===== config.mk =====
export PLATFORM = sky130hd
export DESIGN_NAME = sprite_mover
export DESIGN_NICKNAME = d
export VERILOG_FILES = /design/src/rtl/sprite_mover.sv
export SDC_FILE = /design/constraint.sdc
export NUM_CORES = 1
export LEC_CHECK = 0
export CAP_MARGIN = 20
export CORE_MARGIN = 8
export CORE_UTILIZATION = 45
export CTS_BUF_LIST = sky130_fd_sc_hd__clkbuf_16
export CTS_CLUSTER_DIAMETER = 60
export DETAILED_ROUTE_END_ITERATION = 8
export PLACE_DENSITY = 0.73
export SETUP_SLACK_MARGIN = 0.5
export SKIP_CTS_REPAIR_TIMING = 1
export SYNTH_ARGS = -nofsm -noshare
export SYNTH_HDL_FRONTEND = slang
export SYNTH_SLANG_ARGS = --single-unit

===== constraint.sdc =====
create_clock -name clk -period 9 [get_ports clk]
set_input_delay 1.8 -clock clk [delete_from_list [all_inputs] [get_ports clk]]
set_output_delay 1.8 -clock clk [all_outputs]
set_load 0.01 [all_outputs]

===== src/rtl/sprite_mover.sv =====
// sprite_mover: moves one rectangle by per-axis speed on each slow tick, saturating at programmable bounds.
// Optional SPRITE_WRAP_EN: horizontal motion wraps between left_bound and right_bound-xdiff instead of saturating.
module sprite_mover #(
  parameter int COORD_W  = 10,
  parameter int TICK_DIV = 2500000,
  parameter int CNT_W    = 32
) (
  input  logic               clk,
  input  logic               rst,
  input  logic [COORD_W-1:0] x,
  input  logic [COORD_W-1:0] y,
  input  logic               left,
  input  logic               right,
  input  logic               up,
  input  logic               down,
  input  logic               respawn,
  input  logic [COORD_W-1:0] xstart,
  input  logic [COORD_W-1:0] ystart,
  input  logic [COORD_W-1:0] xdiff,
  input  logic [COORD_W-1:0] ydiff,
  input  logic [COORD_W-1:0] xspeed,
  input  logic [COORD_W-1:0] yspeed,
  input  logic [COORD_W-1:0] left_bound,
  input  logic [COORD_W-1:0] right_bound,
  input  logic [COORD_W-1:0] top_bound,
  input  logic [COORD_W-1:0] bottom_bound,
  output logic               objectx,
  output logic               objecty,
  output logic               hit,
  output logic [COORD_W-1:0] xl,
  output logic [COORD_W-1:0] yt,
  output logic               at_left,
  output logic               at_right,
  output logic               at_top,
  output logic               at_bottom
);

  typedef enum logic [1:0] {LOAD = 2'd0, RUN = 2'd1, STEP = 2'd2} state_t;

  localparam logic [CNT_W-1:0] CNT_MAX = CNT_W'(TICK_DIV - 1);

  state_t             state, state_nxt;
  logic [CNT_W-1:0]   cnt;
  logic               tick;
  logic [COORD_W-1:0] xl_nxt, yt_nxt;

  // Extended-width terms so that sums and differences never wrap.
  logic [COORD_W:0]   xl_e, yt_e, x_e, y_e;
  logic [COORD_W:0]   lim_x, lim_y, sum_x, sum_y, lo_x, lo_y;
  logic [COORD_W-1:0] dif_x, dif_y;
  logic               in_x, in_y;

  assign xl_e  = {1'b0, xl};
  assign yt_e  = {1'b0, yt};
  assign x_e   = {1'b0, x};
  assign y_e   = {1'b0, y};
  assign lim_x = {1'b0, right_bound} - {1'b0, xdiff};
  assign lim_y = {1'b0, bottom_bound} - {1'b0, ydiff};
  assign sum_x = xl_e + {1'b0, xspeed};
  assign sum_y = yt_e + {1'b0, yspeed};
  assign lo_x  = {1'b0, left_bound} + {1'b0, xspeed};
  assign lo_y  = {1'b0, top_bound} + {1'b0, yspeed};
  assign dif_x = xl - xspeed;
  assign dif_y = yt - yspeed;
  assign in_x  = (xl_e <= x_e) && (x_e < xl_e + {1'b0, xdiff});
  assign in_y  = (yt_e <= y_e) && (y_e < yt_e + {1'b0, ydiff});

  always_ff @(posedge clk or posedge rst) begin
    if (rst) begin
      cnt  <= '0;
      tick <= 1'b0;
    end else begin
      tick <= (cnt == CNT_MAX);
      cnt  <= (cnt == CNT_MAX) ? '0 : cnt + CNT_W'(1);
    end
  end

  always_ff @(posedge clk or posedge rst) begin
    if (rst) state <= LOAD;
    else     state <= state_nxt;
  end

  always_comb begin
    state_nxt = LOAD;
    xl_nxt    = xl;
    yt_nxt    = yt;
    case (state)
      LOAD: begin
        xl_nxt    = xstart;
        yt_nxt    = ystart;
        state_nxt = RUN;
      end
      RUN: begin
        if (respawn)   state_nxt = LOAD;
        else if (tick) state_nxt = STEP;
        else           state_nxt = RUN;
      end
      STEP: begin
        state_nxt = RUN;
        // A zero speed must hold even when the object already sits beyond a limit.
        if (xspeed != '0) begin
`ifdef SPRITE_WRAP_EN
          if (right && !left)
            xl_nxt = (sum_x > lim_x) ? left_bound : sum_x[COORD_W-1:0];
          else if (left && !right)
            xl_nxt = (xl_e < lo_x) ? lim_x[COORD_W-1:0] : dif_x;
`else
          if (right && !left)
            xl_nxt = (sum_x >= lim_x) ? lim_x[COORD_W-1:0] : sum_x[COORD_W-1:0];
          else if (left && !right)
            xl_nxt = (xl_e < lo_x) ? left_bound : dif_x;
`endif
        end
        if (yspeed != '0) begin
          if (down && !up)
            yt_nxt = (sum_y >= lim_y) ? lim_y[COORD_W-1:0] : sum_y[COORD_W-1:0];
          else if (up && !down)
            yt_nxt = (yt_e < lo_y) ? top_bound : dif_y;
        end
      end
      default: state_nxt = LOAD;
    endcase
  end

  always_ff @(posedge clk or posedge rst) begin
    if (rst) begin
      xl        <= '0;
      yt        <= '0;
      at_left   <= 1'b0;
      at_right  <= 1'b0;
      at_top    <= 1'b0;
      at_bottom <= 1'b0;
      objectx   <= 1'b0;
      objecty   <= 1'b0;
      hit       <= 1'b0;
    end else begin
      xl        <= xl_nxt;
      yt        <= yt_nxt;
      at_left   <= (xl_nxt == left_bound);
      at_right  <= ({1'b0, xl_nxt} == lim_x);
      at_top    <= (yt_nxt == top_bound);
      at_bottom <= ({1'b0, yt_nxt} == lim_y);
      if (state == LOAD) begin
        objectx <= 1'b0;
        objecty <= 1'b0;
        hit     <= 1'b0;
      end else begin
        objectx <= in_x;
        objecty <= in_y;
        hit     <= in_x && in_y;
      end
    end
  end

endmodule


==> flow_metrics.py, run 1 <==
metrics = {
    "timing": {
        "worst_pin_slew_ns": 0.948,
        "final.setup.worst_slack_ns": 1.65,
        "timing.final.hold_violations": 0,
        "fin_setup_tns_ns": 0,
        "count_of_final_max_slew_check_failures": 0,
        "slew_hr": 0.368,
        "finalSetupViolCount": 0,
        "finalCriticalPeriod_ns": 7.35,
        "post-route-period-util": 0.817,
        "max_clock_freq_mhz": 136,
        "clock-skew-final_ns": 0.00869,
        "grt_setup_unrepaired": "false",
    },
    "clock_tree": {
        "clockRootBuffer": "clkbuf_16",
        "cts_tree": "done",
        "cts.reportedPaths.clkPinSlew_ns": 0.06,
        "clock_latency_ns": 0.33,
        "cts_buffer_depth": 2,
        "clock-sinks": 62,
        "cts-buffers-inserted": 9,
        "ctsHtreeMaxLevel": 3,
    },
    "synth": {
        "share_of_async_settable_or_async_resettable_flops_after_synthesis": 1.00,
        "post_synth_main_area_contributors": "ha_1, dfrtp_1, nor2_1",
        "post_synth_instance_area_um2": 11400,
        "synth_top_flop_cell": "dfrtp_1",
        "mean_area_per_synthesized_cell_um2": 7.60,
        "ys_warn_count": 0,
        "syn-instance-count": 1497,
        "yosys.cell_types.count": 83,
        "post-synth-top-count-cell": "ha_1",
        "synth_sequential_area_ratio": 0.136,
        "yosys-top-cells-count": "ha_1, nor2_1, inv_1",
        "synth_seq_cells": 62,
        "synthesis.nets": 1811,
        "portion_of_synthesized_cell_area_occupied_by_the_leading_cell_type": 0.195,
        "number_of_synthesized_flops_with_an_enable_pin": 0,
        "post-synth-top-area-cell": "ha_1",
    },
    "worst_setup_path": {
        "critical_path_required_ns": 9.24,
        "cell_occurring_most_often_along_the_worst_timing_path": "nor4_1",
        "critPathSlowestCell": "clkdlybuf4s50_1",
        "worstPathArrival_ns": 7.59,
        "critical_path.cell_chain": "clkdlybuf4s50_1 -> inv_1 -> fa_1 -> o21bai_1 -> a2111oi_2 -> o311a_1 -> nor4_1 -> ha_1 -> o21ai_0 -> o21ai_1 -> a211oi_2 -> o211ai_1 -> and3_1 -> nor4_1 -> nor3_1 -> a2111o_1 -> or4_1 -> nor4_2",
        "path_type_of_the_worst_setup_path": "in2reg",
        "setup.worst_path.start_class": "input pin",
        "path_buf_inv": 2,
        "maximum_cell_stage_delay_along_the_critical_path_ns": 0.61,
        "worstSetupEndpointType": "flip-flop",
        "cpLargestDelayFamily": "simple AND/OR/NAND/NOR gates",
        "worst-r2r-setup-slack_ns": 3.02,
        "worst-path-max-fanout": 5,
    },
    "grt": {
        "grt_max_degree": 63,
        "grt_antenna_before_repair": 1,
        "first_pass_grt_wire_length_mm": 66.2,
        "grt_use_total": 0.267,
        "grt_overflow": 0,
        "first_global_vias": 12000,
    },
    "floorplanning": {
        "pin_count": 154,
        "core_um2": 25000,
        "design.die.area_um2": 30600,
        "effective_utilization_at_floorplan": 0.454,
        "rows": 58,
        "fp.dieW_um": 175,
        "chipHeight_um": 175,
    },
    "routing": {
        "drt_wl_total_mm": 42.5,
        "wl_per_cell_um": 21.5,
        "route.antenna.remaining_nets": 0,
        "drt_first_pass_iters": 6,
        "remaining_drc_errors": 0,
        "detailroute.via_count": 12500,
        "drt_first_iter_violations": 1354,
        "via_per_inst": 6.34,
    },
    "placed_design": {
        "detailedPlacementHpwl_mm": 34.1,
        "port_buffers": 153,
        "placedCellCount": 1953,
        "pre_cts_slack_ns": 1.41,
        "gp_routability_congestion": 1.01,
    },
    "pwr": {
        "vdd.ir_drop.worst_uv": 94.6,
        "static-leakage-power_nw": 6.01,
        "total_chip_power_w": 0.00213,
        "total_power_divided_by_cell_area_nw_per_um2": 157,
    },
    "layout": {
        "areaGrowthSynthToFinish_pct": 19.3,
        "layout.core_utilization": 0.542,
        "layout-drive-gt1-share": 0.0402,
        "layout.nets": 1949,
        "non_filler_instances": 1971,
    },
    "outcome": {
        "result_of_the_run": "completed",
    },
    "min_path": {
        "path_class_of_the_lowest_slack_min_delay_path": "reg2reg",
    },
    "run": {
        "max_cap_violations": 0,
    },
}
-- per-stage QoR --
stage | hold slack (ns) | area, um^2
finish | 0.456 | 13600
global route | 0.464 | 13600
CTS | 0.453 | 13600
detailed placement | 0.444 | 13300
global placement | 0.438 | 13300
floorplan | 0.433 | 11400
-- state kept, by name, summed over array words and instances (netlist names) --
register   flops
objecty        1
at_right       1
at_bottom      1
at_top         1
objectx        1
at_left        1
cnt           32
yt            10
xl            10
hit            1
tick           1
state          2
-- cell usage in the layout, fill, tap and decap left out, types with 10 or more instances in the layout --
cell	n
nand2_1	86
a211oi_1	17
nand3_1	45
o211ai_1	19
o21bai_1	16
a31oi_1	20
xnor2_1	48
a21o_1	31
or3_1	20
o22ai_1	18
nor2_1	125
clkdlybuf4s50_1	153
mux2i_1	16
and3_1	22
o21a_1	24
ha_1	177
o21ai_0	81
nand4_1	28
nor2b_1	44
inv_1	118
xor2_1	46
nor4_1	20
o31ai_1	15
buf_4	14
nor3_1	46
a21oi_1	92
dfrtp_1	62
o2111ai_1	12
fa_1	10
nand2b_1	36
or2_2	12
-- layer usage --
metal | track usage | wire (um) | vias up
li1 | - | - | 5844
met5 | 0 | 0 | -
met3 | 0.0680 | 4310 | 122
met4 | 0.0978 | 1570 | 0
met1 | 0.353 | 18100 | 5848
met2 | 0.414 | 18500 | 689
-- area by class of cell --
cell class	count	area (um^2)
flip-flops and latches	62	1550
fillers	2391	11500
clock buffers	9	225
multi-input cells	1277	9230
inverters	118	443
clock inverters	7	75.1
repair buffers	167	1640
diodes	1	2.50
well taps	330	413
-- path summary, 6_finish.rpt --
check,cells past startpoint,startpoint,to
max,18,xspeed[1],at_right$_DFF_PP0_
max in group asynchronous,3,rst,xl[2]$_DFF_PP0_
min,1,tick$_DFF_PP0_,state[0]$_DFF_PP0_
max reg2reg,18,xl[0]$_DFF_PP0_,at_right$_DFF_PP0_
min reg2reg,1,tick$_DFF_PP0_,state[0]$_DFF_PP0_
min in group asynchronous,3,rst,hit$_DFF_PP0_
-- cells by family (layout without fill, tap and decap cells) --
kind of cell    after synthesis  count (layout)  synth area share
compound gates              444             444             0.264
xor+xnor                     94              94            0.0724
fa+ha+maj                   187             187             0.212
buf+inv                     158             301            0.0531
flops                        62              62             0.136
mux                          18              18            0.0161
other cells                   0               1                 0
simple gates                534             534             0.246
-- report_power, final --
part / total (W) / internal, W / switching (W)
clock network: 0.000350 / 0.000215 / 0.000135
logic: 0.00142 / 0.000585 / 0.000836
registers: 0.000356 / 0.000296 / 0.0000600
Power figures use the tool's default switching activity.
==> inputs of run 2 (changes only) <==
==> constraint.sdc (replaced) <==
create_clock -name clk -period 7.01 [get_ports clk]
set_input_delay 1.402 -clock clk [delete_from_list [all_inputs] [get_ports clk]]
set_output_delay 1.402 -clock clk [all_outputs]
set_load 0.01 [all_outputs]
==> flow_metrics.py, run 2 (synthesis results as in run 1) <==
metrics = {
    "placed_design": {
        "detailedPlacementHpwl_mm": 34.6,
        "gp_routability_congestion": 1.02,
        "port_buffers": 153,
    },
    "clock_tree": {
        "clock-sinks": 62,
        "cts-buffers-inserted": 9,
        "clock_latency_ns": 0.33,
        "ctsHtreeMaxLevel": 3,
        "cts.reportedPaths.clkPinSlew_ns": 0.06,
        "cts_buffer_depth": 2,
        "clockRootBuffer": "clkbuf_16",
        "cts_tree": "done",
    },
    "timing": {
        "count_of_final_max_slew_check_failures": 0,
        "clock-skew-final_ns": 0.0128,
        "fin_setup_tns_ns": 0,
        "finalSetupViolCount": 0,
        "max_clock_freq_mhz": 158,
        "slew_hr": 0.263,
        "timing.final.hold_violations": 0,
        "worst_pin_slew_ns": 1.08,
        "finalCriticalPeriod_ns": 6.32,
        "grt_setup_unrepaired": "true",
        "post-route-period-util": 0.902,
    },
    "layout": {
        "layout.nets": 1980,
        "flip_flop_count_of_the_largest_register_after_layout": 32,
        "layout.cells.most_common_list": "ha_1, clkdlybuf4s50_1, nor2_1",
        "area_used_by_sequential_logic_in_the_layout_um2": 1550,
        "num-fill-cells": 2354,
        "largest_registers_in_the_final_layout": "cnt x32, xl x10, yt x10",
        "areaGrowthSynthToFinish_pct": 23.2,
        "number_of_antenna_diodes": 0,
        "final_common_cell": "ha_1",
        "layout-drive-gt1-share": 0.0808,
        "multi_input_comb_area_um2": 9440,
        "max_flop_register": "cnt",
    },
    "worst_setup_path": {
        "cpLargestDelayFamily": "compound AO/OA/AOI/OAI gates",
        "setup.worst_path.start_class": "input pin",
        "critPathSlowestCell": "or4_1",
        "path_buf_inv": 2,
        "critical_path_required_ns": 7.24,
        "worstSetupEndpointType": "flip-flop",
        "worstPathArrival_ns": 6.55,
        "worst-path-max-fanout": 5,
        "maximum_cell_stage_delay_along_the_critical_path_ns": 0.54,
        "path_type_of_the_worst_setup_path": "in2reg",
        "critical_path.cell_chain": "clkdlybuf4s50_1 -> ha_1 -> inv_1 -> fa_1 -> o21bai_2 -> a2111oi_4 -> nor2_1 -> or3_1 -> a21o_1 -> ha_1 -> a211oi_2 -> o21ai_2 -> a211o_1 -> a311oi_1 -> o21ai_1 -> o21a_1 -> a41o_1 -> or3_1 -> or4_1 -> nor4_2",
    },
    "routing": {
        "detailroute.via_count": 12600,
        "via_per_inst": 6.28,
        "drt_wl_total_mm": 43.3,
        "route.antenna.remaining_nets": 0,
        "remaining_drc_errors": 0,
        "drt_first_iter_violations": 1188,
        "wl_per_cell_um": 21.6,
        "drt_first_pass_iters": 6,
    },
    "floorplanning": {
        "core_um2": 25000,
        "chipHeight_um": 175,
        "effective_utilization_at_floorplan": 0.454,
        "design.die.area_um2": 30600,
        "pin_count": 154,
        "rows": 58,
        "fp.dieW_um": 175,
    },
    "outcome": {
        "result_of_the_run": "completed",
    },
    "pwr": {
        "vdd.ir_drop.worst_uv": 146,
        "total_chip_power_w": 0.00283,
        "static-leakage-power_nw": 6.23,
        "total_power_divided_by_cell_area_nw_per_um2": 202,
    },
    "grt": {
        "grt_max_degree": 63,
        "grt_use_total": 0.270,
        "first_pass_grt_wire_length_mm": 66.9,
        "grt_overflow": 0,
        "first_global_vias": 12200,
        "grt_antenna_before_repair": 0,
    },
    "run": {
        "max_cap_violations": 0,
    },
    "min_path": {
        "path_class_of_the_lowest_slack_min_delay_path": "reg2reg",
    },
}
run 2: cell count changes in the layout (fill, tap and decap cells not counted), sizes merged:
cell | previous run | this run
dlymetal6s2s | 0 | 5
clkinvlp | 2 | 3
bufinv | 1 | 0
diode | 1 | 0
clkdlybuf4s50 | 153 | 148
buf | 14 | 45
run 2: cell type report:
class / count / share of cell area
clock buffer: 9 / 0.0161
clock inverter: 7 / 0.00411
multi-input combinational: 1277 / 0.674
timing repair buffer: 198 / 0.134
tap: 330 / 0.0295
inverter: 118 / 0.0316
sequential: 62 / 0.111
run 2: worst register-to-register path: stages, from the launching register on:
cell and delay [ns]:
dfrtp_1 0.58, ha_2 0.53, nor3_2 0.08, o31ai_2 0.30
nand2_1 0.15, o21ai_0 0.17, a21oi_1 0.09, nor2_1 0.12
nor2_1 0.05, o21ai_0 0.22, nand2b_1 0.12, ha_1 0.32
a222oi_1 0.30, nand2_1 0.11, a41o_1 0.27, a31oi_1 0.20
o21bai_1 0.14, a31oi_1 0.24, mux2i_1 0.24, o2111ai_1 0.13
nor4_1 0.32, nor4bb_4 0.38, buf_4 0.15
run 2: worst paths after layout:
check                                startpoint                 end  slack [ns]  depth (start not counted)
min in group asynchronous                   rst   objecty$_DFF_PP0_        1.62                          3
max in group asynchronous                   rst  state[0]$_DFF_PP0_        4.82                          3
worst max-delay path                  xspeed[0]  at_right$_DFF_PP0_        0.69                         20
worst max register to register  yt[3]$_DFF_PP0_    at_top$_DFF_PP0_        1.75                         22
worst min-delay path             tick$_DFF_PP0_  state[0]$_DFF_PP0_        0.48                          1
worst min register to register   tick$_DFF_PP0_  state[0]$_DFF_PP0_        0.48                          1
run 2: routing by layer:
metal | vias up | GRT usage | part of all wire
met4 | 0 | 0.0993 | 0.037
met1 | 5900 | 0.363 | 0.44
met3 | 123 | 0.0594 | 0.089
li1 | 5902 | - | -
met2 | 646 | 0.417 | 0.44
met5 | - | 0 | 0
run 2: through the flow:
| stage | cells | utilization | setup slack, ns | cell area [um^2] | hold WS [ns] |
|---|---|---|---|---|---|
| after floorplan | 1497 | - | 1.15 | 11400 | 0.433 |
| after global placement | 1981 | 0.538 | 0.209 | 13500 | 0.445 |
| after detailed placement | 1981 | 0.538 | 0.0727 | 13500 | 0.455 |
| after CTS | 1997 | 0.549 | 0.400 | 13800 | 0.463 |
| after global routing | 2001 | 0.560 | 0.381 | 14000 | 0.487 |
| final | 2001 | 0.560 | 0.687 | 14000 | 0.476 |
run 2: report_power, final:
group	internal, W	switching (W)	total [W]
Clock	0.000243	0.000184	0.000427
Combinational	0.000825	0.00115	0.00197
Sequential	0.000381	0.0000438	0.000424
